$ cat src/rtl/cache_victim_ctrl_if.sv
// Miss/writeback/fill/commit signal bundle for the cache victim controller.
// master is the controller side and slave is the pipeline/memory side.
interface cache_victim_ctrl_if #(
    parameter int unsigned TAGW = 20,
    parameter int unsigned IDXW = 5
);
    localparam int unsigned AW = TAGW + IDXW;

    logic              miss_req;
    logic              miss_ready;
    logic [AW-1:0]     miss_addr;
    logic [3:0]        valid_in;
    logic [3:0]        dirty_in;
    logic [4*TAGW-1:0] tags_in;
    logic [3:0]        lru_way;
    logic [3:0]        way_sel;
    logic              wb_valid;
    logic              wb_ready;
    logic [AW-1:0]     wb_addr;
    logic              fill_valid;
    logic              fill_ready;
    logic [AW-1:0]     fill_addr;
    logic              fill_done;
    logic              tag_we;
    logic [3:0]        lru_update;
    logic              lru_enable;
    logic              done;

    modport master (
        input  miss_req, miss_addr, valid_in, dirty_in, tags_in, lru_way,
               wb_ready, fill_ready, fill_done,
        output miss_ready, way_sel, wb_valid, wb_addr, fill_valid, fill_addr,
               tag_we, lru_update, lru_enable, done
    );

    modport slave (
        output miss_req, miss_addr, valid_in, dirty_in, tags_in, lru_way,
               wb_ready, fill_ready, fill_done,
        input  miss_ready, way_sel, wb_valid, wb_addr, fill_valid, fill_addr,
               tag_we, lru_update, lru_enable, done
    );
endinterface

$ cat src/rtl/cache_victim_ctrl.sv
// Miss-handling controller for the 4-way cache. It picks a victim way, runs an
// optional writeback and then the fill, and commits the tag and LRU update.
module cache_victim_ctrl #(
    parameter int unsigned TAGW = 20,
    parameter int unsigned IDXW = 5
) (
    input logic                 clk,
    input logic                 rst,
    cache_victim_ctrl_if.master bus
);
    localparam int unsigned AW = TAGW + IDXW;

    localparam logic [2:0] S_IDLE   = 3'd0;
    localparam logic [2:0] S_WB     = 3'd1;
    localparam logic [2:0] S_FILL   = 3'd2;
    localparam logic [2:0] S_FWAIT  = 3'd3;
    localparam logic [2:0] S_COMMIT = 3'd4;

    logic [2:0]      state_q, state_d;
    logic [3:0]      way_sel_q, way_sel_d;
    logic [AW-1:0]   wb_addr_q, wb_addr_d;
    logic [AW-1:0]   fill_addr_q, fill_addr_d;
    logic            miss_ready_q, wb_valid_q, fill_valid_q, commit_q;
    logic [3:0]      lru_update_q;

    logic [3:0]      victim_c;
    logic [TAGW-1:0] victim_tag_c;
    logic            victim_dirty_c;
    logic            free_found_c;
    logic            lru_onehot_c;
    logic            accept_c;

    // Victim choice: the lowest free way, otherwise the LRU way. A malformed LRU vector falls back to way 0.
    always_comb begin
        free_found_c   = 1'b0;
        victim_c       = 4'b0001;
        victim_tag_c   = '0;
        lru_onehot_c   = (bus.lru_way != 4'd0) &&
                         ((bus.lru_way & 4'(bus.lru_way - 4'd1)) == 4'd0);
        for (int i = 0; i < 4; i++) begin
            if (!free_found_c && !bus.valid_in[i]) begin
                victim_c     = 4'(4'b0001 << i);
                free_found_c = 1'b1;
            end
        end
        if (!free_found_c) begin
            victim_c = lru_onehot_c ? bus.lru_way : 4'b0001;
        end
        for (int i = 0; i < 4; i++) begin
            if (victim_c[i]) begin
                victim_tag_c = bus.tags_in[i*TAGW +: TAGW];
            end
        end
        victim_dirty_c = |(victim_c & bus.valid_in & bus.dirty_in);
    end

    assign accept_c = bus.miss_req && miss_ready_q && (state_q == S_IDLE);

    always_comb begin
        state_d     = state_q;
        way_sel_d   = way_sel_q;
        wb_addr_d   = wb_addr_q;
        fill_addr_d = fill_addr_q;
        unique case (state_q)
            S_IDLE: begin
                if (accept_c) begin
                    way_sel_d   = victim_c;
                    fill_addr_d = bus.miss_addr;
                    wb_addr_d   = {victim_tag_c, bus.miss_addr[IDXW-1:0]};
                    state_d     = victim_dirty_c ? S_WB : S_FILL;
                end
            end
            S_WB:     if (bus.wb_ready)   state_d = S_FILL;
            S_FILL:   if (bus.fill_ready) state_d = S_FWAIT;
            S_FWAIT:  if (bus.fill_done)  state_d = S_COMMIT;
            S_COMMIT: state_d = S_IDLE;
            default:  state_d = S_IDLE;
        endcase
    end

    // Outputs are decoded from the next state and registered, so all of them are 0 after a reset edge.
    always_ff @(posedge clk) begin
        if (rst) begin
            state_q      <= S_IDLE;
            way_sel_q    <= '0;
            wb_addr_q    <= '0;
            fill_addr_q  <= '0;
            miss_ready_q <= 1'b0;
            wb_valid_q   <= 1'b0;
            fill_valid_q <= 1'b0;
            commit_q     <= 1'b0;
            lru_update_q <= '0;
        end else begin
            state_q      <= state_d;
            way_sel_q    <= way_sel_d;
            wb_addr_q    <= wb_addr_d;
            fill_addr_q  <= fill_addr_d;
            miss_ready_q <= (state_d == S_IDLE);
            wb_valid_q   <= (state_d == S_WB);
            fill_valid_q <= (state_d == S_FILL);
            commit_q     <= (state_d == S_COMMIT);
            lru_update_q <= (state_d == S_COMMIT) ? way_sel_d : 4'd0;
        end
    end

    assign bus.miss_ready = miss_ready_q;
    assign bus.way_sel    = way_sel_q;
    assign bus.wb_valid   = wb_valid_q;
    assign bus.wb_addr    = wb_addr_q;
    assign bus.fill_valid = fill_valid_q;
    assign bus.fill_addr  = fill_addr_q;
    assign bus.tag_we     = commit_q;
    assign bus.lru_enable = commit_q;
    assign bus.done       = commit_q;
    assign bus.lru_update = lru_update_q;
endmodule

$ cat src/flat_wrapper.sv
// flat-port wrapper written by rule: the top's interface ports become plain ports
module cache_victim_ctrl_flat 
#(
    parameter int unsigned TAGW = 20,
    parameter int unsigned IDXW = 5
)
  (clk, rst, bus_miss_req, bus_miss_addr, bus_valid_in, bus_dirty_in, bus_tags_in, bus_lru_way, bus_wb_ready, bus_fill_ready, bus_fill_done, bus_miss_ready, bus_way_sel, bus_wb_valid, bus_wb_addr, bus_fill_valid, bus_fill_addr, bus_tag_we, bus_lru_update, bus_lru_enable, bus_done);
  cache_victim_ctrl_if #(.TAGW(TAGW), .IDXW(IDXW)) bus_i ();
  input logic clk;
  input logic rst;
  input wire logic [$bits(bus_i.miss_req)-1:0] bus_miss_req;
  input wire logic [$bits(bus_i.miss_addr)-1:0] bus_miss_addr;
  input wire logic [$bits(bus_i.valid_in)-1:0] bus_valid_in;
  input wire logic [$bits(bus_i.dirty_in)-1:0] bus_dirty_in;
  input wire logic [$bits(bus_i.tags_in)-1:0] bus_tags_in;
  input wire logic [$bits(bus_i.lru_way)-1:0] bus_lru_way;
  input wire logic [$bits(bus_i.wb_ready)-1:0] bus_wb_ready;
  input wire logic [$bits(bus_i.fill_ready)-1:0] bus_fill_ready;
  input wire logic [$bits(bus_i.fill_done)-1:0] bus_fill_done;
  output wire logic [$bits(bus_i.miss_ready)-1:0] bus_miss_ready;
  output wire logic [$bits(bus_i.way_sel)-1:0] bus_way_sel;
  output wire logic [$bits(bus_i.wb_valid)-1:0] bus_wb_valid;
  output wire logic [$bits(bus_i.wb_addr)-1:0] bus_wb_addr;
  output wire logic [$bits(bus_i.fill_valid)-1:0] bus_fill_valid;
  output wire logic [$bits(bus_i.fill_addr)-1:0] bus_fill_addr;
  output wire logic [$bits(bus_i.tag_we)-1:0] bus_tag_we;
  output wire logic [$bits(bus_i.lru_update)-1:0] bus_lru_update;
  output wire logic [$bits(bus_i.lru_enable)-1:0] bus_lru_enable;
  output wire logic [$bits(bus_i.done)-1:0] bus_done;
  assign bus_i.miss_req = bus_miss_req;
  assign bus_i.miss_addr = bus_miss_addr;
  assign bus_i.valid_in = bus_valid_in;
  assign bus_i.dirty_in = bus_dirty_in;
  assign bus_i.tags_in = bus_tags_in;
  assign bus_i.lru_way = bus_lru_way;
  assign bus_i.wb_ready = bus_wb_ready;
  assign bus_i.fill_ready = bus_fill_ready;
  assign bus_i.fill_done = bus_fill_done;
  assign bus_miss_ready = bus_i.miss_ready;
  assign bus_way_sel = bus_i.way_sel;
  assign bus_wb_valid = bus_i.wb_valid;
  assign bus_wb_addr = bus_i.wb_addr;
  assign bus_fill_valid = bus_i.fill_valid;
  assign bus_fill_addr = bus_i.fill_addr;
  assign bus_tag_we = bus_i.tag_we;
  assign bus_lru_update = bus_i.lru_update;
  assign bus_lru_enable = bus_i.lru_enable;
  assign bus_done = bus_i.done;
  cache_victim_ctrl #(.TAGW(TAGW), .IDXW(IDXW)) u_core (.clk(clk), .rst(rst), .bus(bus_i));
endmodule
$ cat config.mk
export PLATFORM = sky130hd
export DESIGN_NAME = cache_victim_ctrl_flat
export DESIGN_NICKNAME = d
export VERILOG_FILES = /design/src/rtl/cache_victim_ctrl_if.sv /design/src/rtl/cache_victim_ctrl.sv /design/src/flat_wrapper.sv
export SDC_FILE = /design/constraint.sdc
export NUM_CORES = 1
export LEC_CHECK = 0
export ABC_AREA = 1
export CAP_MARGIN = 20
export CORE_MARGIN = 10
export CORE_UTILIZATION = 39
export DETAILED_ROUTE_END_ITERATION = 7
export PLACE_DENSITY = 0.84
export SYNTH_ARGS = -nofsm -noshare
export SYNTH_HDL_FRONTEND = slang
export SYNTH_SLANG_ARGS = --single-unit
$ cat constraint.sdc
create_clock -name clk -period 2.6 [get_ports clk]
set_input_delay 0.26 -clock clk [delete_from_list [all_inputs] [get_ports clk]]
set_output_delay 0.26 -clock clk [all_outputs]
set_load 0.01 [all_outputs]
==> results.md, run 1 <==
- Unique masters post-synth: 25
- Dominant cell type by area after synthesis: dfxtp_1
- Post-DP HPWL: 8780 µm
- Crit path time final: 1900 ps
- Area grow syn2layout: 74.1%
- Top-count cell post-synth: nand2_1
- Crit path max fanout: 18
- Pin count of the biggest net entering global routing: 43
- Vias in the first global route: 3615
- DR WL/cell: 15.0 µm
- Syn avg cell area: 6.47 µm²
- Simple-gate share of the synthesized area: 39.7%
- CTS Buf Count: 9
- Layout Skew: a little over 10 ps
- Io pins: between 150 and 200
- Cell Pwr Density: 593 nW/µm²
- Antenna cells: 0
- Synthesized instance count: between 400 and 500
- Post-CTS setup repair buffer count: 0
- Die Y-Extent: approximately 110 µm
- CP endpoint kind: flip-flop
- Die width: 106 µm
- CP Launch Type: input port
- Mux share of post-synthesis cell area: 0%
- Initial DRC count: 114
- Drt drc: 0
- H-tree Lvls: 3
- Unrepaired setup endpoints after global routing: false
- # nets final: 740
- Yosys top cell area share: 42.0%
- Setup TNS: 0 ps
- Post-synth EDFFs: 0
- Syn Std Cell Area: ~2900 µm²
- Leakage: 2.01 nW
- CTS max path bufs: 2
- Yosys Warn Count: 0
- Worst slew pin tran: between 600 and 700 ps
- WP data arrival: 2170 ps
- Layout cells sized above 1: 4.98%
- DRT antenna net count: 0
- Status: finished, final reports clean
- Initial antenna violation count: 0
- Min-delay worst type: reg -> reg
- Total number of vias: 3443
- Overflow after GRT: 0
- Post-synth ARST share: 0%
- Tot Pwr: 2.95 mW
- Max Fclk: 0.525 GHz
- Post-synth top cells: nand2_1 (120), nor2_1 (113), dfxtp_1 (60)
- Initial Util: between 30% and 40%
- Kind of critical path: in -> reg
- Die area: 11200 µm²
- Num rows: 31
- Routability cong.: 0.848
- Compound-cell area share of the yosys netlist: between 10% and 20%
- WL final: 10800 µm
- Clock transition at path regs: 70 ps
- Final worst path period share: 73.2%
- WP data required: about 2900 ps
- Fin. Hold Viols: 0
- Area contributors post-synth: dfxtp_1 (42%), nand2_1 (16%), nor2_1 (15%)
- First-pass GRT wire length: 17200 µm
- R2r setup slk: roughly 830 ps
- Core area: 7180 µm²
- Adder-cell share of the synthesized area: 0%
- Largest family of logic cells by synthesized area: simple AND/OR/NAND/NOR gates
- Number of fillers in the final layout: 601
- Max-Cap Viols: 0
- Gr usage total: 18.8%
- Via-per-instance ratio: 4.78
- Num Clock Sinks: 60
- Slew HR: a little over half
- Seq/Total Area, Yosys: a little over two fifths
- Post-cts sizing count: 0
- Clock latency on the worst-skew pair: 330 ps
- Number of I/O port buffers: 186
- #FFs+latches synth: 60
- CTS Hold Bufs: 0
- Max IR drop VDD: 0.000354 V
- First-pass DRT Iterations: 4
- Mapped Nets: 565
- Final setup viols: 0
- Xor and xnor area share after synthesis: 0%
- Root Driver: clkbuf_8
- CTS tree: yes
- Slew Viols, Final: 0
- Synth Flop Type: dfxtp_1
==> power by group <==
group          internal, mW  switching, mW  total, mW
Clock                 0.619          0.357      0.976
Sequential             1.03         0.0554       1.09
Combinational         0.486          0.401      0.887
Total                  2.14          0.813       2.95
==> cell usage in the layout (no fill, tap or decap), types with 2 or more instances in the layout <==
cell and n:
a21oi_1 10, buf_4 7, bufinv_16 2, clkbuf_8 12, clkdlybuf4s50_1 186, dfxtp_1 60
inv_1 15, inv_2 2, nand2_1 120, nand3_1 31, nand4_1 3, nand4_2 2
nor2_1 113, o21ai_0 45
==> stage by stage <==
stage / hold slack (ps) / worst slack [ps] / instance area [µm²] / utilization, % / std cells
3_5_place_dp: 470 / 372 / 4740 / 66.1 / 705
4_1_cts: 488 / 729 / 4980 / 69.4 / 721
6_report: 482 / 696 / 4980 / 69.4 / 721
5_1_grt: 504 / 573 / 4980 / 69.4 / 721
3_3_place_gp: 464 / 467 / 4740 / 66.1 / 705
2_1_floorplan: 427 / 1230 / 2860 / - / 442
==> per-layer routing <==
layer  global-route usage, %  part of all wire (%)
met4                    4.93                   1.0
met2                    32.9                    48
met3                    10.6                    12
met5                       0                     0
met1                    18.8                    39
==> registers in the layout (all words and copies together) (netlist names) <==
register and cells:
u_core.bus.way_sel 4, u_core.state_q 3, u_core.bus.fill_addr 25, u_core.bus.miss_ready 1, u_core.bus.wb_addr 20, u_core.bus.wb_valid 1, u_core.bus.done 1, u_core.bus.lru_update 4
u_core.bus.fill_valid 1
==> cells by family (layout without fill, tap and decap cells) <==
family / after synthesis / after routing
buffers and inverters: 46 / 226
and+or+nand+nor: 277 / 277
AOI/OAI and AO/OA: 59 / 59
DFF: 60 / 60
==> critical path, cell delays in order <==
cell and delay (ps):
clkdlybuf4s50_1 450, inv_1 150, nand2_1 90, nand2_1 60, nand2_1 80, nand4_2 110, and2_1 580, nand2_1 150
nand3_1 110, nor2_1 40, nor2_1 80
==> path summary, 6_finish.rpt <==
path                                               from                 endpoint  cells past startpoint
worst max-delay path                     bus_lru_way[0]   u_core.bus.wb_addr[24]                     11
worst min-delay path            u_core.bus.fill_addr[9]  u_core.bus.fill_addr[9]                      2
worst max register to register        u_core.state_q[0]   u_core.bus.wb_addr[18]                      9
worst min register to register  u_core.bus.fill_addr[9]  u_core.bus.fill_addr[9]                      2
==> cell type report <==
type,instances,area (µm²),share of cell area [%]
Inverter,17,63.8,1.28
Sequential cell,60,1200,24.1
Timing Repair Buffer,193,1910,38.4
Clock inverter,3,67.6,1.36
Multi-Input combinational cell,336,1440,28.9
Clock buffer,13,169,3.39
Tap cell,99,124,2.49
No activity file was read; power rests on OpenSTA's default activity.
==> run 2, diff against run 1 <==
--- a/config.mk
+++ b/config.mk
@@ -8,9 +8,9 @@
 export ABC_AREA = 1
 export CAP_MARGIN = 20
 export CORE_MARGIN = 10
-export CORE_UTILIZATION = 39
+export CORE_UTILIZATION = 36
 export DETAILED_ROUTE_END_ITERATION = 7
-export PLACE_DENSITY = 0.84
+export PLACE_DENSITY = 0.78
 export SYNTH_ARGS = -nofsm -noshare
 export SYNTH_HDL_FRONTEND = slang
 export SYNTH_SLANG_ARGS = --single-unit
==> constraint.sdc (replaced) <==
create_clock -name clk -period 1.9 [get_ports clk]
set_input_delay 0.19 -clock clk [delete_from_list [all_inputs] [get_ports clk]]
set_output_delay 0.19 -clock clk [all_outputs]
set_load 0.01 [all_outputs]
==> results.md, run 2 (synthesis gave the netlist of run 1 again) <==
- CTS Buf Count: 9 (unchanged)
- Slew HR: 71.8% (+17 points)
- Post-DP HPWL: 8960 µm (+2.1%)
- Layout cells sized above 1: 6.35% (+1.4 points)
- Die width: 109 µm (+3.3%)
- Multi-input logic area: 1440 µm² (unchanged)
- Top cell by count, worst path: nor2_1
- Slew Viols, Final: 0 (unchanged)
- Max IR drop VDD: 0.000376 V (+6.4%)
- Commonest non-fill, non-tap cell in the layout: clkdlybuf4s50_1
- Final worst path period share: 85.9%
- CTS Hold Bufs: 0 (unchanged)
- Setup TNS: 0 ps (unchanged)
- R2R cell count: 9 (unchanged)
- Commonest cells after routing, fill and taps aside: clkdlybuf4s50_1 (186), nand2_1 (120), nor2_1 (113), dfxtp_1 (60), o21ai_0 (45)
- Area grow syn2layout: 76.4%
- First-pass GRT wire length: 16800 µm (-2.2%)
- Cell Pwr Density: 772 nW/µm² (+30%)
- Metal3 WL: 1640 µm (+22%)
- Reg-to-Reg Start: u_core.state_q[0]
- Fin. Hold Viols: 0 (unchanged)
- Max Fclk: 0.613 GHz
- CP max stage delay: 550 ps (-30 ps)
- RR Endpoint: u_core.bus.wb_addr[24]
- Final setup viols: 0 (unchanged)
- Pin count of the biggest net entering global routing: 56 (+30%)
- Initial Util: 37.0% (-2.8 points)
- CTS max path bufs: 2 (unchanged)
- Routed wire length on met2: 5270 µm (+1.3%)
- Antenna cells: 0 (unchanged)
- Cells along the critical path: clkdlybuf4s50_1 > nand3_2 > nor2_4 > nand4_2 > and2_1 > buf_12 > nand2_1 > nand3_1 > nor2_1 > nor2_1
- Drt drc: 0 (unchanged)
- Post-cts sizing count: 0 (unchanged)
- Core area: 7730 µm² (+7.7%)
- DR WL/cell: 15.0 µm (about the same)
- Number of fillers in the final layout: 695 (+16%)
- First-pass DRT Iterations: 4 (unchanged)
- Post-Layout Cell Count: 732 (+1.5%)
- Unrepaired setup endpoints after global routing: false
- CTS tree: yes
- Root Driver: clkbuf_8
- Crit path time final: around 1600 ps
- Worst slew pin tran: 420 ps (-263 ps)
- R2r setup slk: 460 ps (-370 ps)
- Total number of vias: 3469 (+0.76%)
- Layout Skew: 11.0 ps (+0.572 ps)
- Crit path max fanout: 18 (unchanged)
- Number of I/O port buffers: 186 (unchanged)
- CP endpoint kind: flip-flop
- M1 WL: 3940 µm (-5.5%)
- Num Clock Sinks: 60 (unchanged)
- Min-delay worst type: in -> reg
- Leakage: 2.04 nW (+1.6%)
- WP data arrival: 1850 ps (-320 ps)
- Kind of critical path: in -> reg
- Initial DRC count: 116 (+1.8%)
- Final hold slack: 474 ps (-8.94 ps)
- WP data required: 2120 ps (-750 ps)
- Routability cong.: 0.838 (-1.2%)
- # nets final: 748 (+1.1%)
- WL final: 11000 µm (+1.6%)
- DRT antenna net count: 0 (unchanged)
- Dpl cells: 716 (+1.6%)
- Vias in the first global route: 3498 (-3.2%)
- Reg area: 1200 µm² (unchanged)
- Gr usage total: 17.9% (-0.85 points)
- Max-Cap Viols: 0 (unchanged)
- Max reg flops: 25 (unchanged)
- Num rows: 32 (+3.2%)
- Overflow after GRT: 0 (unchanged)
- Via-per-instance ratio: 4.74 (-0.76%)
- Initial antenna violation count: 0 (unchanged)
- Status: finished, final reports clean
- H-tree Lvls: 3 (unchanged)
- Clock latency on the worst-skew pair: 340 ps (about the same)
- Critical path destination: u_core.bus.wb_addr[12]
- CP max-delay cell: clkdlybuf4s50_1
- Io pins: 187 (unchanged)
- Die Y-Extent: 109 µm (+3.3%)
- Tot Pwr: 3.90 mW (+32%)
- Clock transition at path regs: 70 ps (about the same)
- Worst setup path startpoint: bus_valid_in[0]
- Die area: 11900 µm² (+6.7%)
- Post-CTS setup repair buffer count: 0 (unchanged)
- CP Launch Type: input port
- Top Layer Used: met4
==> run 2: worst max-delay path: cells and delay by family <==
kind	cells	cell delay, ps
buffers and inverters	2	700
AND/OR/NAND/NOR	8	950
==> run 2: worst min-delay path by stage <==
stage | slack, ps | cells after the start | from | to
finish | 470 | 3 | bus_miss_addr[21] | u_core.bus.fill_addr[21]
floorplan | 360 | 2 | bus_miss_addr[0] | u_core.bus.fill_addr[0]
global placement | 460 | 2 | u_core.bus.fill_addr[16] | u_core.bus.fill_addr[16]
detailed placement | 470 | 2 | u_core.bus.fill_addr[7] | u_core.bus.fill_addr[7]
CTS | 460 | 3 | bus_miss_addr[21] | u_core.bus.fill_addr[21]
global route | 470 | 3 | bus_miss_addr[18] | u_core.bus.fill_addr[18]
==> run 2: through the flow <==
stage	area (µm²)	utilization, %	setup slack, ps
floorplan	2860	-	566
global placement	4850	62.7	-7.47
detailed placement	4850	62.7	-78.0
CTS	5050	65.3	281
global route	5050	65.3	143
finish	5050	65.3	267
==> run 2: cell type report <==
| cell class | count | share of cell area (%) |
|---|---|---|
| timing repair buffer | 201 | 39.9 |
| multi-input combinational | 336 | 28.6 |
| inverter | 17 | 1.26 |
| sequential | 60 | 23.8 |
| tap | 102 | 2.53 |
| clock buffer | 10 | 2.73 |
| clock inverter | 6 | 1.26 |
==> run 2: power breakdown <==
group,switching (mW),internal (mW)
clock,0.512,0.638
sequential,0.0778,1.42
combinational,0.557,0.696
total,1.15,2.75
==> run 2: per-layer routing <==
metal,track usage [%],up-vias
li1,-,1760
met1,17.3,1548
met2,31.1,148
met3,10.7,13
met4,6.12,0
met5,0,-
